==> src/rtl/tvip_axi_burst_address_gen_if.sv <==
// Command/beat bus of the AXI burst beat-address generator.
// The master side issues burst commands and consumes beats; the slave side
// (the generator) accepts commands and produces one beat per transfer.
interface tvip_axi_burst_address_gen_if #(
   parameter int ADDRESS_WIDTH = 64,
   parameter int DATA_WIDTH    = 32
);
   localparam int BYTES = DATA_WIDTH / 8;

   logic                     req_valid;
   logic                     req_ready;
   logic [ADDRESS_WIDTH-1:0] req_address;
   logic [7:0]               req_length;
   logic [2:0]               req_size;
   logic [1:0]               req_burst;
   logic                     beat_valid;
   logic                     beat_ready;
   logic [ADDRESS_WIDTH-1:0] beat_address;
   logic [7:0]               beat_index;
   logic                     beat_last;
   logic [BYTES-1:0]         beat_strobe;
   logic                     cmd_error;

   modport master (
      output req_valid, req_address, req_length, req_size, req_burst, beat_ready,
      input  req_ready, beat_valid, beat_address, beat_index, beat_last, beat_strobe, cmd_error
   );

   modport slave (
      input  req_valid, req_address, req_length, req_size, req_burst, beat_ready,
      output req_ready, beat_valid, beat_address, beat_index, beat_last, beat_strobe, cmd_error
   );
endinterface

==> src/rtl/tvip_axi_burst_address_gen.sv <==
// Sequential AXI4 beat-address generator: takes one burst command
// (address, length, size, type), checks it, then walks the burst beat by
// beat producing address, index, last flag and byte-lane strobe.
module tvip_axi_burst_address_gen #(
   parameter int ADDRESS_WIDTH = 64,
   parameter int DATA_WIDTH    = 32
) (
   input logic                    aclk,
   input logic                    areset_n,
   tvip_axi_burst_address_gen_if.slave bus
);
   localparam int         BYTES    = DATA_WIDTH / 8;
   localparam logic [3:0] MAX_SIZE = 4'($clog2(BYTES));

   localparam logic [1:0] ST_IDLE  = 2'd0;
   localparam logic [1:0] ST_BURST = 2'd1;
   localparam logic [1:0] ST_ERROR = 2'd2;

   localparam logic [1:0] BT_FIXED = 2'b00;
   localparam logic [1:0] BT_INCR  = 2'b01;
   localparam logic [1:0] BT_WRAP  = 2'b10;
   localparam logic [1:0] BT_RSVD  = 2'b11;

   typedef logic [ADDRESS_WIDTH-1:0] addr_t;

   logic [1:0] state_reg, state_next;
   logic       ready_reg;
   addr_t      address_reg;
   addr_t      aligned_reg;
   logic [7:0] index_reg;
   logic [7:0] length_reg;
   logic [2:0] size_reg;
   logic [1:0] burst_reg;

   // Command decode and legality, evaluated on the incoming request.
   addr_t req_nbytes, req_aligned, req_total, req_end;
   logic  wrap_len_ok, req_illegal, accept;

   assign req_nbytes  = addr_t'(1) << bus.req_size;
   assign req_aligned = bus.req_address & ~(req_nbytes - addr_t'(1));
   assign req_total   = addr_t'({1'b0, bus.req_length} + 9'd1) << bus.req_size;
   assign req_end     = req_aligned + req_total - addr_t'(1);
   assign wrap_len_ok = (bus.req_length == 8'd1) || (bus.req_length == 8'd3) ||
                        (bus.req_length == 8'd7) || (bus.req_length == 8'd15);
   assign req_illegal = (bus.req_burst == BT_RSVD) ||
                        ({1'b0, bus.req_size} > MAX_SIZE) ||
                        ((bus.req_burst == BT_WRAP) && !wrap_len_ok) ||
                        ((bus.req_burst == BT_WRAP) && (bus.req_address != req_aligned)) ||
                        ((bus.req_burst == BT_INCR) &&
                         ((bus.req_address >> 12) != (req_end >> 12)));
   assign accept      = (state_reg == ST_IDLE) && ready_reg && bus.req_valid;

   // Per-beat address arithmetic on the registered command.
   addr_t cur_nbytes, cur_total, cur_aligned, incr_next, wrap_lower, wrap_next;
   addr_t next_address, lane_lo, lane_hi;
   logic  beat_hs, is_last, in_burst;

   assign in_burst    = (state_reg == ST_BURST);
   assign beat_hs     = in_burst && bus.beat_ready;
   assign is_last     = (index_reg == length_reg);
   assign cur_nbytes  = addr_t'(1) << size_reg;
   assign cur_total   = addr_t'({1'b0, length_reg} + 9'd1) << size_reg;
   assign cur_aligned = address_reg & ~(cur_nbytes - addr_t'(1));
   assign incr_next   = aligned_reg + ((addr_t'(index_reg) + addr_t'(1)) << size_reg);
   assign wrap_lower  = address_reg & ~(cur_total - addr_t'(1));
   assign wrap_next   = wrap_lower + ((address_reg + cur_nbytes) & (cur_total - addr_t'(1)));

   // Select the address of the following beat from the burst type.
   always_comb begin
      next_address = address_reg;
      case (burst_reg)
         BT_INCR: next_address = incr_next;
         BT_WRAP: next_address = wrap_next;
         default: next_address = address_reg;
      endcase
   end

   // Byte lanes: from the (possibly unaligned) beat offset up to the end of
   // the size-aligned container within the bus word.
   assign lane_lo = address_reg & addr_t'(BYTES - 1);
   assign lane_hi = (cur_aligned & addr_t'(BYTES - 1)) + cur_nbytes - addr_t'(1);

   for (genvar gi = 0; gi < BYTES; gi++) begin : g_strobe
      assign bus.beat_strobe[gi] = in_burst &&
                                   (addr_t'(gi) >= lane_lo) && (addr_t'(gi) <= lane_hi);
   end

   // Next-state logic: IDLE accepts, BURST walks beats, ERROR is a single pulse.
   always_comb begin
      state_next = state_reg;
      case (state_reg)
         ST_IDLE:  if (accept) state_next = req_illegal ? ST_ERROR : ST_BURST;
         ST_BURST: if (beat_hs && is_last) state_next = ST_IDLE;
         ST_ERROR: state_next = ST_IDLE;
         default:  state_next = ST_IDLE;
      endcase
   end

   // State, command and beat registers; reset discards any burst in flight.
   always_ff @(posedge aclk or negedge areset_n) begin
      if (!areset_n) begin
         state_reg   <= ST_IDLE;
         ready_reg   <= 1'b0;
         address_reg <= '0;
         aligned_reg <= '0;
         index_reg   <= '0;
         length_reg  <= '0;
         size_reg    <= '0;
         burst_reg   <= '0;
      end else begin
         state_reg <= state_next;
         // req_ready is registered so it only rises one edge after reset release
         ready_reg <= (state_next == ST_IDLE);
         if (accept && !req_illegal) begin
            address_reg <= bus.req_address;
            aligned_reg <= req_aligned;
            index_reg   <= 8'd0;
            length_reg  <= bus.req_length;
            size_reg    <= bus.req_size;
            burst_reg   <= bus.req_burst;
         end else if (beat_hs && !is_last) begin
            address_reg <= next_address;
            index_reg   <= index_reg + 8'd1;
         end
      end
   end

   assign bus.req_ready    = ready_reg;
   assign bus.beat_valid   = in_burst;
   assign bus.beat_address = address_reg;
   assign bus.beat_index   = index_reg;
   assign bus.beat_last    = in_burst && is_last;
   assign bus.cmd_error    = (state_reg == ST_ERROR);
endmodule

==> src/flat_wrapper.sv <==
// flat-port wrapper written by rule: the top's interface ports become plain ports
module tvip_axi_burst_address_gen_flat 
#(
   parameter int ADDRESS_WIDTH = 64,
   parameter int DATA_WIDTH    = 32
)
  (aclk, areset_n, bus_req_valid, bus_req_address, bus_req_length, bus_req_size, bus_req_burst, bus_beat_ready, bus_req_ready, bus_beat_valid, bus_beat_address, bus_beat_index, bus_beat_last, bus_beat_strobe, bus_cmd_error);
  tvip_axi_burst_address_gen_if #(.ADDRESS_WIDTH(ADDRESS_WIDTH), .DATA_WIDTH(DATA_WIDTH)) bus_i ();
  input logic aclk;
  input logic areset_n;
  input wire logic [$bits(bus_i.req_valid)-1:0] bus_req_valid;
  input wire logic [$bits(bus_i.req_address)-1:0] bus_req_address;
  input wire logic [$bits(bus_i.req_length)-1:0] bus_req_length;
  input wire logic [$bits(bus_i.req_size)-1:0] bus_req_size;
  input wire logic [$bits(bus_i.req_burst)-1:0] bus_req_burst;
  input wire logic [$bits(bus_i.beat_ready)-1:0] bus_beat_ready;
  output wire logic [$bits(bus_i.req_ready)-1:0] bus_req_ready;
  output wire logic [$bits(bus_i.beat_valid)-1:0] bus_beat_valid;
  output wire logic [$bits(bus_i.beat_address)-1:0] bus_beat_address;
  output wire logic [$bits(bus_i.beat_index)-1:0] bus_beat_index;
  output wire logic [$bits(bus_i.beat_last)-1:0] bus_beat_last;
  output wire logic [$bits(bus_i.beat_strobe)-1:0] bus_beat_strobe;
  output wire logic [$bits(bus_i.cmd_error)-1:0] bus_cmd_error;
  assign bus_i.req_valid = bus_req_valid;
  assign bus_i.req_address = bus_req_address;
  assign bus_i.req_length = bus_req_length;
  assign bus_i.req_size = bus_req_size;
  assign bus_i.req_burst = bus_req_burst;
  assign bus_i.beat_ready = bus_beat_ready;
  assign bus_req_ready = bus_i.req_ready;
  assign bus_beat_valid = bus_i.beat_valid;
  assign bus_beat_address = bus_i.beat_address;
  assign bus_beat_index = bus_i.beat_index;
  assign bus_beat_last = bus_i.beat_last;
  assign bus_beat_strobe = bus_i.beat_strobe;
  assign bus_cmd_error = bus_i.cmd_error;
  tvip_axi_burst_address_gen #(.ADDRESS_WIDTH(ADDRESS_WIDTH), .DATA_WIDTH(DATA_WIDTH)) u_core (.aclk(aclk), .areset_n(areset_n), .bus(bus_i));
endmodule
==> config.mk <==
export PLATFORM = sky130hd
export DESIGN_NAME = tvip_axi_burst_address_gen_flat
export DESIGN_NICKNAME = d
export VERILOG_FILES = /design/src/rtl/tvip_axi_burst_address_gen_if.sv /design/src/rtl/tvip_axi_burst_address_gen.sv /design/src/flat_wrapper.sv
export SDC_FILE = /design/constraint.sdc
export NUM_CORES = 1
export LEC_CHECK = 0
export CORE_ASPECT_RATIO = 2
export CORE_UTILIZATION = 60
export DETAILED_ROUTE_END_ITERATION = 6
export GPL_TIMING_DRIVEN = 0
export HOLD_SLACK_MARGIN = 0.06
export PLACE_DENSITY = 0.81
export SYNTH_ARGS = -nofsm -noshare
export SYNTH_HDL_FRONTEND = slang
export SYNTH_SLANG_ARGS = --single-unit
==> constraint.sdc <==
create_clock -name aclk -period 7.3 [get_ports aclk]
set_input_delay 1.46 -clock aclk [delete_from_list [all_inputs] [get_ports aclk]]
set_output_delay 1.46 -clock aclk [all_outputs]
set_load 0.1 [all_outputs]
==> flow_metrics.tcl, run 1 <==
set metrics [dict create \
    outcome "stopped before the end" \
    haltStage "global routing (5_1_grt)" \
    stop_error "[ERROR GRT-0116] Global routing finished with congestion. Check the congestion regions in the DRC Viewer." \
    cts_buffers 17 \
    yosysWarnings 0 \
    initial_core_util 0.609 \
    synth_area_leaders "dfrtp_1 17%, ha_1 10%, nand2_1 5.7%" \
    overflow 1 \
    synth_area_per_cell_um2 7.16 \
    yosysUniqueCellTypes 90 \
    synth_top_area_share 0.175 \
    grt_max_degree 100 \
    async_flop_share 1.00 \
    gp_congestion 1.06 \
    io_buffers 155 \
    grt_pass1_wl_mm 164 \
    synth.cell_area_um2 21700 \
    clock_sinks 152 \
    synth_flop_cell "dfrtp_1" \
    die_h_um 271 \
    dp_slack_ns -3.07 \
    dieWidth_um 137 \
    synth_seq_area_share 0.175 \
    yosys_register_bits 152 \
    htreeDepth 4 \
    grt_pass1_vias 27200 \
    rows 98 \
    cts.path.max_buffers 2 \
    clockRootBuffer "clkbuf_16" \
    grtUsageTotal 0.597 \
    ctsHoldBuffers 0 \
    synth-edff-count 0 \
    synth_top_cell_by_area "dfrtp_1" \
    ioPinCount 161 \
    dp_hpwl_mm 77.5 \
    synthesis.nets 3295 \
    netlist_instances 3036 \
]
==> repair_timing <==
action,CTS
setup endpoints to repair,154
buffers inserted,10
gates resized for setup,155
cloned,0
pin swaps,17
==> metal layers <==
| metal | GRT overflow | GRT usage |
|---|---|---|
| met3 | 0 | 0.327 |
| met2 | 0 | 0.864 |
| met5 | 0 | 0.0650 |
| met4 | 1 | 0.651 |
| met1 | 0 | 0.557 |
==> cells by family after synthesis <==
group                      Yosys count  synth area share
AOI/OAI and AO/OA                  887             0.270
xor gates and xnor gates           249             0.100
adders and majority gates          178             0.104
buffers and inverters              374            0.0674
DFF                                152             0.175
muxes                               42            0.0201
and+or+nand+nor                   1154             0.263
==> cell usage after synthesis, types with 24 or more instances <==
master	count
and3_1	51
a21o_1	87
nand4_1	73
or3_1	24
clkbuf_1	165
mux2i_1	28
nand3_1	95
nand2_1	329
xnor2_1	134
o21bai_1	32
nor4_1	24
dfrtp_1	152
xor2_1	115
o21ai_0	208
inv_1	174
ha_1	174
a21oi_1	211
a211oi_1	37
nor3_1	52
nor2_1	265
a31oi_1	31
o211ai_1	33
nand2b_1	38
nor2b_1	35
and2_1	80
==> through the flow <==
stage / instance area, um2 / TNS, ns / utilization / std cells
4_1_cts: 25100 / 0 / 0.705 / 3677
3_3_place_gp: 23900 / -592.94 / 0.669 / 3641
3_5_place_dp: 23900 / -400.68 / 0.671 / 3644
2_1_floorplan: 21800 / 0 / - / 3036
==> run 2: changes to the inputs <==
--- a/config.mk
+++ b/config.mk
@@ -5,12 +5,10 @@
 export SDC_FILE = /design/constraint.sdc
 export NUM_CORES = 1
 export LEC_CHECK = 0
-export CORE_ASPECT_RATIO = 2
-export CORE_UTILIZATION = 60
+export CORE_UTILIZATION = 40
 export DETAILED_ROUTE_END_ITERATION = 6
 export GPL_TIMING_DRIVEN = 0
-export HOLD_SLACK_MARGIN = 0.06
-export PLACE_DENSITY = 0.81
+export PLACE_DENSITY_LB_ADDON = 0.15
 export SYNTH_ARGS = -nofsm -noshare
 export SYNTH_HDL_FRONTEND = slang
 export SYNTH_SLANG_ARGS = --single-unit
==> flow_metrics.tcl, run 2 <==
set metrics [dict create \
    cp_slowest_cell "a221o_1" \
    slew_headroom 0.187 \
    yosys_register_bits 152 \
    power_density_nw_per_um2 126 \
    period_minus_slack_ns 7.28 \
    vdd_ir_drop_max_mv 0.161 \
    coreArea_um2 53800 \
    hp-class "register to register" \
    dp.cells 3890 \
    muxShareOfSynthArea 0.0201 \
    wl_per_cell_um 24.8 \
    grtUsageTotal 0.343 \
    fmax_mhz 137 \
    worst_pin_slew_ns 1.21 \
    dieWidth_um 235 \
    fin_cells 3948 \
    synthesis.nets 3295 \
    htreeDepth 4 \
    required_ns 7.63 \
    yosysUniqueCellTypes 90 \
    r2r_end "u_core.bus.beat_address[53]" \
    outcome "finished clean" \
    drt-total-wl_mm 98.0 \
    worstSetupEndpointType "register" \
    postRouteAntennaNets 0 \
    synth_flop_cell "dfrtp_1" \
    timing.setup.tns_ns 0 \
    report.final.hold_viol_count 0 \
    grt_max_degree 85 \
    synth_top_cell_by_area "dfrtp_1" \
    gp_congestion 0.966 \
    met2_usage 0.538 \
    drt_iter0_drc 2389 \
    first_pass_iters 6 \
    synth_adder_area_share 0.104 \
    drc_errors 0 \
    layout_commonest_cell "nand2_1" \
    cts_buffers 17 \
    fill_cells 5526 \
    post_drt_via_cell_ratio 6.18 \
    synth_area_leaders "dfrtp_1 17%, ha_1 10%, nand2_1 5.7%" \
    cts.path.max_buffers 2 \
    slowest_delay_ns 0.45 \
    maxCapViolCount 0 \
    netlist_instances 3036 \
    io_buffers 155 \
    async_flop_share 1.00 \
    leakagePower_nw 11.2 \
    arrival_ns 7.61 \
    drive_gt1_frac 0.0966 \
    hold_path_depth 1 \
    rows 85 \
    synth_seq_area_share 0.175 \
    setup_violations 0 \
    antenna_found_initial 3 \
    yosysWarnings 0 \
    crit_type "input port to register" \
    use_met3 0.0399 \
    synth_compound_gate_area_share 0.270 \
    yosys.area_share.simple 0.263 \
    grtUsageMet1 0.495 \
    synth_most_common_cell "nand2_1" \
    clkTransAtPathRegs_ns 0.07 \
    synth.cell_area_um2 21700 \
    synth_top_family_by_area "compound AO/OA/AOI/OAI gates" \
    hold_path_startpoint "u_core.aligned_reg[3]" \
    initial_core_util 0.404 \
    vias 24400 \
    synth-edff-count 0 \
    cp_max_fo 8 \
    cts_tree "done" \
    die_h_um 235 \
    grt-busiest-layer "met2" \
    syn2layout_area_growth_pct 19.5 \
    overflow 0 \
    synth_area_per_cell_um2 7.16 \
    slew_viol_final 0 \
    grt_pass1_wl_mm 144 \
    fin_crit_sh 0.997 \
    clockRootBuffer "clkbuf_16" \
    synth_common_cells "329 x nand2_1, 265 x nor2_1, 211 x a21oi_1" \
    clock_sinks 152 \
    clock_skew_ns 0.0122 \
    die_area_um2 55300 \
    rrSetupSlack_ns 0.26 \
    r2r-start "u_core.size_reg[0]" \
    worstHoldEndpoint "u_core.aligned_reg[3]" \
    ioPinCount 161 \
    ctsHoldBuffers 0 \
    fin_nets 3496 \
    cp-start-kind "input port" \
    grt_pass1_vias 22800 \
    r2r_cells 29 \
    synth_xor_area_frac 0.100 \
    synth_top_area_share 0.175 \
    final_cell_mix "325 x nand2_1, 260 x nor2_1, 198 x a21oi_1, 186 x o21ai_0, 170 x inv_1" \
    insertion_delay_ns 0.45 \
    dp_hpwl_mm 80.0 \
]
run 2: cell counts after synthesis:
Identical to the previous run, type by type.
run 2: logic make-up after synthesis:
| group | count (synthesis) |
|---|---|
| compound gates | 887 |
| xor+xnor | 249 |
| fa+ha+maj | 178 |
| buf+inv | 374 |
| flops | 152 |
| mux | 42 |
| simple gates | 1154 |
run 2: power breakdown:
| part | leakage (nW) | switching [mW] | internal, mW | total [mW] |
|---|---|---|---|---|
| Clock | 0.270 | 0.404 | 0.491 | 0.895 |
| Sequential | 2.04 | 0.0265 | 0.861 | 0.888 |
| Combinational | 8.87 | 0.978 | 0.510 | 1.49 |
run 2: cell type report:
| cell class | count | area [um2] | share of cell area |
|---|---|---|---|
| Multi-Input combinational cell | 2510 | 17200 | 0.664 |
| Sequential cell | 152 | 3800 | 0.146 |
| Timing Repair Buffer | 197 | 1910 | 0.0735 |
| Buffer | 184 | 921 | 0.0354 |
| Tap cell | 696 | 871 | 0.0335 |
| Inverter | 175 | 657 | 0.0253 |
| Clock buffer | 20 | 457 | 0.0176 |
| Clock inverter | 12 | 114 | 0.00438 |
| Antenna cell | 2 | 5.00 | 0.000193 |
run 2: how the worst max path moves through the flow:
stage	start	end	slack [ns]	cells after the start
6_report	bus_req_length[0]	u_core.bus.beat_address[58]	0.02	29
2_1_floorplan	bus_req_length[2]	u_core.size_reg[1]	0.07	28
3_3_place_gp	bus_req_length[0]	u_core.length_reg[3]	-3.71	29
3_5_place_dp	bus_req_length[0]	u_core.size_reg[0]	-3.88	28
4_1_cts	bus_req_length[4]	u_core.bus.beat_address[40]	0.003	27
5_1_grt	bus_req_length[0]	u_core.bus.beat_address[58]	-0.06	28
run 2: metrics by stage:
stage | hold slack, ns | power [mW] | instance area (um2) | setup slack, ns | util
after floorplan | 0.452 | 1.82 | 21800 | 0.0721 | -
after global placement | 0.471 | 2.27 | 24200 | -3.71 | 0.449
after detailed placement | 0.476 | 2.27 | 24200 | -3.88 | 0.451
after CTS | 0.493 | 3.22 | 25400 | 0.00316 | 0.472
after global routing | 0.511 | 3.42 | 26000 | -0.0624 | 0.483
final | 0.492 | 3.27 | 26000 | 0.0229 | 0.483
run 2: per-layer routing:
layer	vias up	share of wire	wire length (um)
li1	11400	-	-
met1	11900	0.46	45100
met2	1050	0.44	42800
met3	127	0.076	7400
met4	0	0.028	2770
met5	-	0	0
run 2: critical path, delay by kind of cell:
family,cells,cell delay (ns)
fa+ha+maj,3,0.70
simple gates,7,1.47
mux,1,0.43
compound gates,13,2.91
buf+inv,5,0.63
run 2: timing repair:
item                                    CTS  global route
hold endpoints to repair                  0             0
endpoints found under the setup margin  154           153
pin swaps                                26            43
cloned                                    0             2
resized for setup                       149           166
buffers inserted                         17            20
No activity file was read; power rests on OpenSTA's default activity.
==> run 3: changes to the inputs <==
--- a/config.mk
+++ b/config.mk
@@ -9,6 +9,7 @@
 export DETAILED_ROUTE_END_ITERATION = 6
 export GPL_TIMING_DRIVEN = 0
 export PLACE_DENSITY_LB_ADDON = 0.15
+export SLEW_MARGIN = 40
 export SYNTH_ARGS = -nofsm -noshare
 export SYNTH_HDL_FRONTEND = slang
 export SYNTH_SLANG_ARGS = --single-unit
==> flow_metrics.tcl, run 3 (synthesized netlist as in run 2, its figures left out) <==
set metrics [dict create \
    outcome "finished clean" \
    critPathTopFamily "compound AO/OA/AOI/OAI gates" \
    clock_skew_ns 0.0163 \
    overflow 0 \
    final_cell_mix "327 x nand2_1, 258 x nor2_1, 198 x a21oi_1, 184 x o21ai_0, 169 x inv_1" \
    antenna_found_initial 1 \
    dieWidth_um 235 \
    post_drt_via_cell_ratio 6.17 \
    post-route-worst-setup-slack_ns 0.123 \
    cts.path.max_buffers 2 \
    fin_nets 3500 \
    cp_num_buf_inv 7 \
    ctsHoldBuffers 0 \
    drc_errors 0 \
    dp_slack_ns -3.60 \
    die_h_um 235 \
    worst_pin_slew_ns 0.889 \
    ff_latch_area_um2 3800 \
    setup_violations 0 \
    fin_crit_sh 0.983 \
    syn2layout_area_growth_pct 18.5 \
    rows 85 \
    slowest_delay_ns 0.45 \
    grt-busiest-layer "met2" \
    maxCapViolCount 0 \
    p_total_mw 3.36 \
    fill_cells 5488 \
    arrival_ns 7.56 \
    cp_max_fo 6 \
    slew_viol_final 0 \
    report.final.hold_viol_count 0 \
    clockRootBuffer "clkbuf_16" \
    die_area_um2 55300 \
    crit_type "input port to register" \
    fmax_mhz 139 \
    drt-total-wl_mm 98.1 \
    fin_cells 3951 \
    grtUsageTotal 0.342 \
    grtUsageMet1 0.492 \
    period_minus_slack_ns 7.18 \
    grt_pass1_wl_mm 144 \
    grt_pass1_vias 22800 \
    ioPinCount 161 \
    required_ns 7.69 \
    postRouteAntennaNets 0 \
    vias 24400 \
    use_met3 0.0427 \
    met2_usage 0.531 \
    cp-start-kind "input port" \
    coreArea_um2 53800 \
    drive_gt1_frac 0.124 \
    slew_headroom 0.407 \
    io_buffers 155 \
    cp_slowest_cell "o21ai_1" \
    finish.utilization 0.479 \
    grt_max_degree 72 \
    multiInputGateArea_um2 17300 \
    cts_tree "done" \
    first_pass_iters 6 \
    gp_congestion 0.966 \
    vdd_ir_drop_max_mv 0.162 \
    dp_hpwl_mm 80.2 \
    dp.cells 3892 \
    power_density_nw_per_um2 130 \
    hp-class "register to register" \
    wl_per_cell_um 24.8 \
    initial_core_util 0.404 \
    leakagePower_nw 11.4 \
    clkTransAtPathRegs_ns 0.07 \
    cts_buffers 17 \
    htreeDepth 4 \
    worstSetupEndpointType "register" \
    insertion_delay_ns 0.45 \
    clock_sinks 152 \
    layout_commonest_cell "nand2_1" \
    drt_iter0_drc 2320 \
]
==> run 3: cell count changes in the layout (fill, tap and decap cells not counted), moves of 4 or more <==
| cell | change |
|---|---|
| buf_2 | +86 |
| clkbuf_4 | -7 |
| ha_1 | -4 |
| clkdlybuf4s50_1 | -77 |
==> run 3: what timing repair did <==
item,CTS,global route
setup buffers,17,21
endpoints found under the setup margin,151,150
gates cloned,0,1
pin swaps,23,36
resized for setup,154,160
hold endpoints to repair,0,0
==> run 3: area by class of cell <==
class | count | share of cell area
antenna | 1 | 0.0000971
buffer | 186 | 0.0366
clock buffer | 19 | 0.0176
clock inverter | 13 | 0.00743
inverter | 175 | 0.0256
multi-input combinational | 2510 | 0.672
sequential | 152 | 0.148
tap | 696 | 0.0338
timing repair buffer | 199 | 0.0593
==> run 3: worst paths after layout <==
| kind | start | slack, ns | cells after the start | end |
|---|---|---|---|---|
| setup / recovery | bus_req_length[1] | 0.12 | 28 | u_core.bus.beat_address[2] |
| hold / removal | u_core.aligned_reg[3] | 0.49 | 1 | u_core.aligned_reg[3] |
| setup reg to reg | u_core.length_reg[0] | 0.24 | 24 | u_core.bus.beat_address[58] |
| hold reg to reg | u_core.aligned_reg[3] | 0.49 | 1 | u_core.aligned_reg[3] |
| max in group asynchronous | areset_n | 5.48 | 3 | u_core.bus.beat_address[49] |
| min in group asynchronous | areset_n | 0.83 | 1 | u_core.bus.beat_index[3] |
==> run 3: power breakdown <==
group          total [mW]  leakage, nW  switching, mW  internal [mW]
combinational        1.47         9.01          0.979          0.494
sequential          0.886         2.04         0.0252          0.861
clock               0.996        0.307          0.401          0.595
==> run 3: stage by stage <==
| step | cell area [um2] | setup TNS (ns) | hold WS [ns] |
|---|---|---|---|
| 2_1_floorplan | 21800 | 0 | 0.452 |
| 3_3_place_gp | 24200 | -749.55 | 0.471 |
| 3_5_place_dp | 23900 | -455.44 | 0.474 |
| 4_1_cts | 25200 | 0 | 0.493 |
| 5_1_grt | 25800 | -0.0626 | 0.511 |
| 6_report | 25800 | 0 | 0.492 |
==> run 3: metal layers <==
metal  vias to the layer above  share of wire
met5                         -              0
met4                         0          0.032
met3                       140          0.074
met2                      1062           0.44
met1                     11800           0.46
li1                      11400              -
==> run 4: changes to the inputs <==
==> constraint.sdc (replaced) <==
create_clock -name aclk -period 8.99 [get_ports aclk]
set_input_delay 1.798 -clock aclk [delete_from_list [all_inputs] [get_ports aclk]]
set_output_delay 1.798 -clock aclk [all_outputs]
set_load 0.1 [all_outputs]
==> flow_metrics.tcl, run 4 (synthesized netlist as in run 2, its figures left out) <==
set metrics [dict create \
    outcome "finished clean" \
    clockRootBuffer "clkbuf_16" \
    slew_headroom 0.397 \
    hold_path_startpoint "u_core.aligned_reg[2]" \
    grt_pass1_wl_mm 141 \
    arrival_ns 8.97 \
    vias 24300 \
    grt-busiest-layer "met2" \
    clkTransAtPathRegs_ns 0.07 \
    fin_crit_sh 0.966 \
    overflow 0 \
    htreeDepth 4 \
    vdd_ir_drop_max_mv 0.141 \
    report.final.hold_viol_count 0 \
    power_density_nw_per_um2 105 \
    use_met3 0.0346 \
    wl_per_cell_um 24.2 \
    post_drt_via_cell_ratio 6.19 \
    cts_tree "done" \
    layout_commonest_cell "nand2_1" \
    fin_nets 3475 \
    p_int_mw 1.50 \
    worstHoldEndpoint "u_core.aligned_reg[2]" \
    hold_path_depth 1 \
    grt_max_degree 58 \
    ioPinCount 161 \
    r2r-start "u_core.size_reg[1]" \
    setup_violations 0 \
    worstSetupEndpointType "register" \
    clock_sinks 152 \
    hp-class "register to register" \
    dp_hpwl_mm 77.9 \
    grtUsageTotal 0.333 \
    p_total_mw 2.59 \
    met2_usage 0.521 \
    fmax_mhz 115 \
    final_cell_mix "328 x nand2_1, 265 x nor2_1, 209 x a21oi_1, 207 x o21ai_0, 174 x inv_1" \
    rows 85 \
    place_area_um2 23900 \
    design_area_um2 24700 \
    drive_gt1_frac 0.0740 \
    grt_pass1_vias 22800 \
    cts_buffers 17 \
    die_h_um 235 \
    dieWidth_um 235 \
    worst_pin_slew_ns 0.905 \
    rrSetupSlack_ns 0.73 \
    combPwrFrac 0.428 \
    rsz0062_at_grt "no" \
    pwr-share-clk 0.293 \
    gp_congestion 0.994 \
    p_sw_frac 0.419 \
    grtUsageMet1 0.478 \
    first_pass_iters 6 \
    slowest_delay_ns 0.52 \
    antenna_found_initial 2 \
    leakagePower_nw 11.0 \
    postRouteAntennaNets 0 \
    seqPwrFrac 0.279 \
    syn2layout_area_growth_pct 13.4 \
    required_ns 9.27 \
    cp_max_fo 10 \
    switchingPower_mw 1.08 \
    r2r_end "u_core.bus.beat_address[53]" \
    crit_type "input port to register" \
    r2r_cells 31 \
    insertion_delay_ns 0.46 \
    initial_core_util 0.404 \
    die_area_um2 55300 \
    drc_errors 0 \
    io_buffers 155 \
    period_minus_slack_ns 8.69 \
    cp-start-kind "input port" \
    cp_slowest_cell "a2111oi_2" \
    clock_skew_ns 0.0179 \
    slew_viol_final 0 \
    coreArea_um2 53800 \
    cts.path.max_buffers 2 \
    drt_iter0_drc 2577 \
    maxCapViolCount 0 \
    drt-total-wl_mm 94.8 \
]
-- run 4: repair_timing --
| action | 4_1_cts | 5_1_grt |
|---|---|---|
| hold buffers | 0 | 0 |
| gates resized for setup | 22 | 21 |
| endpoints found under the setup margin | 151 | 150 |
| gates cloned | 0 | 0 |
| buffers inserted | 2 | 0 |
| pin swaps | 1 | 0 |
-- run 4: per-stage QoR --
step                      hold WS (ns)  setup slack (ns)  instances  TNS [ns]  utilization
after floorplan                  0.452              1.17       3036         0            -
after global placement           0.471             -2.44       3887   -363.92        0.449
after detailed placement         0.477             -2.04       3893   -230.97        0.445
after CTS                        0.494            0.0665       3927         0        0.457
after global routing             0.519           0.00744       3926         0        0.458
final                            0.498             0.303       3926         0        0.458
-- run 4: power groups by stage --
| stage | clock network (mW) | registers [mW] | logic [mW] |
|---|---|---|---|
| finish | 0.759 | 0.721 | 1.11 |
| global route | 0.786 | 0.723 | 1.19 |
| CTS | 0.760 | 0.721 | 1.09 |
| detailed placement | 0 | 0.733 | 1.07 |
| global placement | 0 | 0.733 | 1.08 |
| floorplan | 0 | 0.836 | 0.637 |
-- run 4: routing by layer --
metal	up-vias	share of wire
met5	-	0
met4	0	0.031
met3	159	0.077
met2	1099	0.43
met1	11700	0.46
li1	11300	-
-- run 4: how the worst max path moves through the flow --
stage                           start                          end  slack [ns]  cells past startpoint
finish                bus_req_size[2]           u_core.size_reg[0]        0.30                     28
global route        bus_req_length[4]  u_core.bus.beat_address[24]       0.007                     28
CTS                 bus_req_length[0]           u_core.size_reg[0]        0.07                     29
detailed placement    bus_req_size[0]           u_core.size_reg[0]       -2.04                     28
global placement      bus_req_size[0]         u_core.length_reg[3]       -2.44                     29
floorplan             bus_req_size[0]           u_core.size_reg[1]        1.17                     27
-- run 4: critical path: cells and delay by family --
family          cells  cell delay (ns)
compound gates      7             1.80
fa+ha+maj           3             0.79
buf+inv             9             2.18
simple gates        9             2.40
-- run 4: layout make-up --
type | count | area, um2
well taps | 696 | 871
clock buffers | 20 | 447
inverters | 175 | 657
diodes | 1 | 2.50
flip-flops and latches | 152 | 3800
multi-input cells | 2510 | 16600
clock inverters | 12 | 151
plain buffers | 197 | 822
repair buffers | 163 | 1270
fillers | 5556 | 29200
